`config.mk`:
```
export PLATFORM = sky130hd
export DESIGN_NAME = pipe_ctrl_flat
export DESIGN_NICKNAME = d
export VERILOG_FILES = /design/src/rtl/pipe_ctrl_pkg.sv /design/src/rtl/pipe_ctrl_if.sv /design/src/rtl/pipe_ctrl_watchdog.sv /design/src/rtl/pipe_ctrl.sv /design/src/flat_wrapper.sv
export SDC_FILE = /design/constraint.sdc
export NUM_CORES = 1
export LEC_CHECK = 0
export ABC_AREA = 1
export BUFFER_PORTS_ARGS = -buffer_cell sky130_fd_sc_hd__buf_2
export CORE_AREA = 2 2 39 41
export CTS_BUF_LIST = sky130_fd_sc_hd__clkbuf_4
export CTS_CLUSTER_SIZE = 8
export DETAILED_ROUTE_END_ITERATION = 8
export DIE_AREA = 0 0 41 43
export PLACE_DENSITY = 0.71
export SYNTH_ARGS = -nofsm -noshare
export SYNTH_HDL_FRONTEND = slang
export SYNTH_HIERARCHICAL = 1
export SYNTH_SLANG_ARGS = --single-unit
export TNS_END_PERCENT = 20
```
`constraint.sdc`:
```
create_clock -name clk -period 2.2 [get_ports clk]
set_input_delay 0.33 -clock clk [delete_from_list [all_inputs] [get_ports clk]]
set_output_delay 0.33 -clock clk [all_outputs]
set_load 0.02 [all_outputs]
```
`src/rtl/pipe_ctrl_pkg.sv`:
```
// Shared types and constants for the pipeline sequencing controller.
package pipe_ctrl_pkg;

    typedef enum logic {
        RUN      = 1'b0,
        MEM_WAIT = 1'b1
    } state_e;

    localparam int MEM_TIMEOUT_DEF = 64;

    function automatic int cnt_width(input int timeout);
        return (timeout > 2) ? $clog2(timeout) : 1;
    endfunction

endpackage

```
`src/rtl/pipe_ctrl_if.sv`:
```
// Hazard/memory inputs and per-stage enable/flush outputs of pipe_ctrl.
// PIPE_CTRL_PERF_EN adds the three performance counters to the bundle.
interface pipe_ctrl_if;

    logic ld_use_stall;
    logic redirect;
    logic dmem_req;
    logic dmem_ready;

    logic pc_we;
    logic pc_redirect;
    logic if_id_we;
    logic if_id_flush;
    logic id_ex_we;
    logic id_ex_flush;
    logic ex_mem_we;
    logic mem_wb_flush;
    logic mem_timeout;
`ifdef PIPE_CTRL_PERF_EN
    logic [31:0] perf_stall_cycles;
    logic [31:0] perf_flushes;
    logic [31:0] perf_mem_wait;
`endif

    modport master (
        output ld_use_stall, redirect, dmem_req, dmem_ready,
        input  pc_we, pc_redirect, if_id_we, if_id_flush,
        input  id_ex_we, id_ex_flush, ex_mem_we, mem_wb_flush, mem_timeout
`ifdef PIPE_CTRL_PERF_EN
        , input perf_stall_cycles, perf_flushes, perf_mem_wait
`endif
    );

    modport slave (
        input  ld_use_stall, redirect, dmem_req, dmem_ready,
        output pc_we, pc_redirect, if_id_we, if_id_flush,
        output id_ex_we, id_ex_flush, ex_mem_we, mem_wb_flush, mem_timeout
`ifdef PIPE_CTRL_PERF_EN
        , output perf_stall_cycles, perf_flushes, perf_mem_wait
`endif
    );

endinterface

```
`src/rtl/pipe_ctrl_watchdog.sv`:
```
// Memory-wait watchdog: saturating wait counter, expiry compare and a
// sticky timeout flag that only reset clears.
module pipe_ctrl_watchdog
    import pipe_ctrl_pkg::*;
#(
    parameter int MEM_TIMEOUT = MEM_TIMEOUT_DEF
) (
    input  logic clk,
    input  logic reset,
    input  logic clear,
    input  logic tick,
    output logic expired,
    output logic timeout_flag
);

    localparam int              CW   = cnt_width(MEM_TIMEOUT);
    localparam logic [CW-1:0]   LAST = CW'(MEM_TIMEOUT - 1);
    localparam logic [CW-1:0]   SAT  = {CW{1'b1}};

    logic [CW-1:0] cnt_q, cnt_d;
    logic          flag_q, flag_d;

    always_comb begin
        cnt_d = cnt_q;
        if (clear)
            cnt_d = '0;
        else if (tick && (cnt_q != SAT))
            cnt_d = cnt_q + 1'b1;
    end

    // Compare the post-increment value so the freeze spans MEM_TIMEOUT-1
    // wait cycles on top of the cycle that entered the wait.
    assign expired = tick && (cnt_d == LAST);
    assign flag_d  = flag_q | expired;

    always_ff @(posedge clk or posedge reset) begin
        if (reset) begin
            cnt_q  <= '0;
            flag_q <= 1'b0;
        end else begin
            cnt_q  <= cnt_d;
            flag_q <= flag_d;
        end
    end

    assign timeout_flag = flag_q;

endmodule

```
`src/rtl/pipe_ctrl.sv`:
```
// Pipeline sequencing controller: stalls, flushes and memory-wait freeze
// for the 5-stage core. Optional PIPE_CTRL_PERF_EN adds perf counters.
module pipe_ctrl
    import pipe_ctrl_pkg::*;
#(
    parameter int MEM_TIMEOUT = MEM_TIMEOUT_DEF
) (
    input  logic        clk,
    input  logic        reset,
    pipe_ctrl_if.slave  pc
);

    state_e state_q, state_d;
    logic   wd_clear, wd_tick, wd_expired, wd_flag;
    logic   freeze;

    assign wd_clear = (state_q == RUN) && pc.dmem_req && !pc.dmem_ready;
    assign wd_tick  = (state_q == MEM_WAIT) && !pc.dmem_ready;
    assign freeze   = wd_clear || wd_tick;

    pipe_ctrl_watchdog #(
        .MEM_TIMEOUT (MEM_TIMEOUT)
    ) u_watchdog (
        .clk          (clk),
        .reset        (reset),
        .clear        (wd_clear),
        .tick         (wd_tick),
        .expired      (wd_expired),
        .timeout_flag (wd_flag)
    );

    always_ff @(posedge clk or posedge reset) begin
        if (reset)
            state_q <= RUN;
        else
            state_q <= state_d;
    end

    always_comb begin
        state_d = state_q;
        unique case (state_q)
            RUN:      if (pc.dmem_req && !pc.dmem_ready) state_d = MEM_WAIT;
            MEM_WAIT: if (pc.dmem_ready || wd_expired)   state_d = RUN;
            default:  state_d = RUN;
        endcase
    end

    // The release cycle out of MEM_WAIT falls through to the RUN priority
    // rules, so a redirect or stall held during the freeze lands there.
    always_comb begin
        pc.pc_we        = 1'b1;
        pc.pc_redirect  = 1'b0;
        pc.if_id_we     = 1'b1;
        pc.if_id_flush  = 1'b0;
        pc.id_ex_we     = 1'b1;
        pc.id_ex_flush  = 1'b0;
        pc.ex_mem_we    = 1'b1;
        pc.mem_wb_flush = 1'b0;
        if (reset) begin
            pc.pc_we        = 1'b0;
            pc.if_id_we     = 1'b0;
            pc.if_id_flush  = 1'b1;
            pc.id_ex_we     = 1'b0;
            pc.id_ex_flush  = 1'b1;
            pc.ex_mem_we    = 1'b0;
            pc.mem_wb_flush = 1'b1;
        end else if (freeze) begin
            pc.pc_we        = 1'b0;
            pc.if_id_we     = 1'b0;
            pc.id_ex_we     = 1'b0;
            pc.ex_mem_we    = 1'b0;
            pc.mem_wb_flush = 1'b1;
        end else if (pc.redirect) begin
            pc.pc_redirect  = 1'b1;
            pc.if_id_flush  = 1'b1;
            pc.id_ex_flush  = 1'b1;
        end else if (pc.ld_use_stall) begin
            pc.pc_we        = 1'b0;
            pc.if_id_we     = 1'b0;
            pc.id_ex_flush  = 1'b1;
        end
    end

    assign pc.mem_timeout = wd_flag;

`ifdef PIPE_CTRL_PERF_EN
    logic [31:0] stall_cnt_q, stall_cnt_d;
    logic [31:0] flush_cnt_q, flush_cnt_d;
    logic [31:0] wait_cnt_q,  wait_cnt_d;

    always_comb begin
        stall_cnt_d = stall_cnt_q;
        flush_cnt_d = flush_cnt_q;
        wait_cnt_d  = wait_cnt_q;
        if (freeze)
            wait_cnt_d = wait_cnt_q + 32'd1;
        else if (pc.redirect)
            flush_cnt_d = flush_cnt_q + 32'd1;
        else if (pc.ld_use_stall)
            stall_cnt_d = stall_cnt_q + 32'd1;
    end

    always_ff @(posedge clk or posedge reset) begin
        if (reset) begin
            stall_cnt_q <= '0;
            flush_cnt_q <= '0;
            wait_cnt_q  <= '0;
        end else begin
            stall_cnt_q <= stall_cnt_d;
            flush_cnt_q <= flush_cnt_d;
            wait_cnt_q  <= wait_cnt_d;
        end
    end

    assign pc.perf_stall_cycles = stall_cnt_q;
    assign pc.perf_flushes      = flush_cnt_q;
    assign pc.perf_mem_wait     = wait_cnt_q;
`endif

endmodule

```
`src/flat_wrapper.sv`:
```
// flat-port wrapper written by rule: the top's interface ports become plain ports
module pipe_ctrl_flat import pipe_ctrl_pkg::*;
#(
    parameter int MEM_TIMEOUT = MEM_TIMEOUT_DEF
)
  (clk, reset, pc_ld_use_stall, pc_redirect, pc_dmem_req, pc_dmem_ready, pc_pc_we, pc_pc_redirect, pc_if_id_we, pc_if_id_flush, pc_id_ex_we, pc_id_ex_flush, pc_ex_mem_we, pc_mem_wb_flush, pc_mem_timeout);
  pipe_ctrl_if pc_i ();
  input  logic clk;
  input  logic reset;
  input wire logic [$bits(pc_i.ld_use_stall)-1:0] pc_ld_use_stall;
  input wire logic [$bits(pc_i.redirect)-1:0] pc_redirect;
  input wire logic [$bits(pc_i.dmem_req)-1:0] pc_dmem_req;
  input wire logic [$bits(pc_i.dmem_ready)-1:0] pc_dmem_ready;
  output wire logic [$bits(pc_i.pc_we)-1:0] pc_pc_we;
  output wire logic [$bits(pc_i.pc_redirect)-1:0] pc_pc_redirect;
  output wire logic [$bits(pc_i.if_id_we)-1:0] pc_if_id_we;
  output wire logic [$bits(pc_i.if_id_flush)-1:0] pc_if_id_flush;
  output wire logic [$bits(pc_i.id_ex_we)-1:0] pc_id_ex_we;
  output wire logic [$bits(pc_i.id_ex_flush)-1:0] pc_id_ex_flush;
  output wire logic [$bits(pc_i.ex_mem_we)-1:0] pc_ex_mem_we;
  output wire logic [$bits(pc_i.mem_wb_flush)-1:0] pc_mem_wb_flush;
  output wire logic [$bits(pc_i.mem_timeout)-1:0] pc_mem_timeout;
  assign pc_i.ld_use_stall = pc_ld_use_stall;
  assign pc_i.redirect = pc_redirect;
  assign pc_i.dmem_req = pc_dmem_req;
  assign pc_i.dmem_ready = pc_dmem_ready;
  assign pc_pc_we = pc_i.pc_we;
  assign pc_pc_redirect = pc_i.pc_redirect;
  assign pc_if_id_we = pc_i.if_id_we;
  assign pc_if_id_flush = pc_i.if_id_flush;
  assign pc_id_ex_we = pc_i.id_ex_we;
  assign pc_id_ex_flush = pc_i.id_ex_flush;
  assign pc_ex_mem_we = pc_i.ex_mem_we;
  assign pc_mem_wb_flush = pc_i.mem_wb_flush;
  assign pc_mem_timeout = pc_i.mem_timeout;
  pipe_ctrl #(.MEM_TIMEOUT(MEM_TIMEOUT)) u_core (.clk(clk), .reset(reset), .pc(pc_i));
endmodule
```
==> metrics <==
Layout area overhead 17.6%; Fill cells between 100 and 150; Crit Path Class in -> out; CP Data Required Time between 1.5 and 2 ns; final worst-path cycle share approximately four fifths; min-delay worst type in -> reg; clock transition at the registers of the reported paths roughly 0.05 ns; met2 wire len ~590 um; final hold viol count 0; DR DRC count 0; setup ws final 0.413 ns; gpl congestion ~0.8; layout cells sized above 1 between 20% and 30%; Yosys reg bits 8; leak pwr 0.462 nW; H-Tree Depth 1; DP HPWL approximately 1000 um; DR WL/cell just over 9 um; Max FO, Critical Path 4; setup_tns 0 ns; post-synth top area cell dfrtp_1; IO Count 15; CTS resizes 0; max-cap viol count 0; Total Power 0.000440 W; Metal-1 WL between 500 and 600 um; Rows 14; first-pass GRT wire length about 2000 um; highest clock rate 0.560 GHz; top cells by area, synth dfrtp_1, inv_1, nand2_1, nand3_1, nor2_1; RSZ-0062 raised after global routing no; Syn Area/Cell approximately 6.3 um2; Num CTS Buffers 3; Syn Nets about 100; die width 41 um; grt ovf 0; Clock Skew between 0.001 and 0.0015 ns; vias in the first global route roughly 540; antenna violation net count after detailed routing 0; Startpoint Class primary input; clock buffer depth 2; Initial Utilization 44.2%; IO buf count 14; fin. max-slew vios 0; Clock Sinks 8; synth warn 6; commonest non-fill, non-tap cell in the layout inv_1; dpl ws ~0.53 ns; layout net count between 100 and 150; Tmin final 1.79 ns; core footprint 1380 um2; commonest cells after routing, fill and taps aside inv_1, nand2_1, buf_2; outcome finished, final reports clean; Worst Path Arrival 1.46 ns; Mapped Cells 97; Critical Path End Type output port; Total GRT Usage about 17%; Placed Area approximately 700 um2; Seq/Total Area, Yosys between 30% and 40%; TritonCTS clock tree done; CTS root buf clkbuf_4; Die ar. between 1500 and 2000 um2; final setup fails 0; 1st-iter DRT viols 10; VDD IR max between 0.0003 and 0.0004 V; largest net degree at the start of global routing 8; Yosys cell types 15; routed vias/inst ~4.7; WL final 1200 um; Antenna Cells 0; total number of vias 600; antenna violations before repair 0; worst skew pair latency approximately 0.25 ns; Slew @ Worst Pin between 0.3 and 0.4 ns; Die H about 43 um; met3 wire len roughly 50 um; max_slew headroom 79.8%; First-pass DRT Iterations 4; fin area a little over 700 um2; synthesized area slightly above 600 um2; Top Metal Used met3; Synth top area share between 30% and 40%; PD cells a little over 600 nW/um2
## path summary, 6_finish.rpt
kind	depth (start not counted)	endpoint	from	slack, ns
hold reg to reg	2	u_core/u_watchdog/timeout_flag	u_core/u_watchdog/timeout_flag	0.46
setup reg to reg	10	u_core/state_q	u_core/u_watchdog/cnt_q[0]	0.51
hold / removal	4	u_core/state_q	pc_dmem_ready	0.37
min in group asynchronous	3	u_core/state_q	reset	0.50
setup / recovery	6	pc_if_id_we	reset	0.41
max in group asynchronous	3	u_core/u_watchdog/cnt_q[3]	reset	1.38
## what timing repair did
item                                   4_1_cts  5_1_grt
hold buffers                                 1        0
buffers inserted                             0        0
endpoints found under the hold margin        1        0
## where the power goes
part / total (W) / switching [W] / leakage, nW / internal (W)
registers: 0.000194 / 0.0000265 / 0.0974 / 0.000167
clock network: 0.000109 / 0.0000467 / 0.0138 / 0.0000622
logic: 0.000137 / 0.0000881 / 0.351 / 0.0000489
## worst max-delay path: stages
cell           delay [ns]
dlygate4sd3_1        0.53
buf_2                0.13
inv_2                0.09
nand3_4              0.10
nor2_2               0.10
buf_2                0.17
## layer usage
metal	GRT usage [%]	vias up
met2	25.9	14
met4	6.00	0
met5	0	-
li1	-	321
met1	21.1	265
met3	4.71	0
## cells in the mapped netlist, drive strengths merged
cell,instances
ha,1
dfrtp,8
nor2,12
nand4,3
buf,2
a21oi,2
nand2,27
o21bai,1
o21ai,1
nand3,12
inv,28
## cell families after synthesis
group,synth area share [%]
and+or+nand+nor,41.3
buffers and inverters,19.6
DFF,32.7
AOI/OAI and AO/OA,4.30
adders and majority gates,2.04
## metrics by stage
stage	utilization, %	std cells	hold WS, ns
2_1_floorplan	-	97	0.0802
3_3_place_gp	49.6	125	0.207
3_5_place_dp	49.6	125	0.209
4_1_cts	52.0	129	0.362
5_1_grt	52.0	129	0.391
6_report	52.0	129	0.365
## flip-flops by register name, summed over array words and instances (netlist names)
name / count
u_core/state_q: 1
u_core/u_watchdog/cnt_q: 6
u_core/u_watchdog/timeout_flag: 1
## area by class of cell
class | count | area [um2] | area share [%]
Tap cell | 16 | 20.0 | 2.78
Multi-Input combinational cell | 59 | 292 | 40.5
Timing Repair Buffer | 15 | 80.1 | 11.1
Sequential cell | 8 | 200 | 27.8
Inverter | 28 | 105 | 14.6
Clock buffer | 3 | 22.5 | 3.13
No activity file was read; power rests on OpenSTA's default activity.
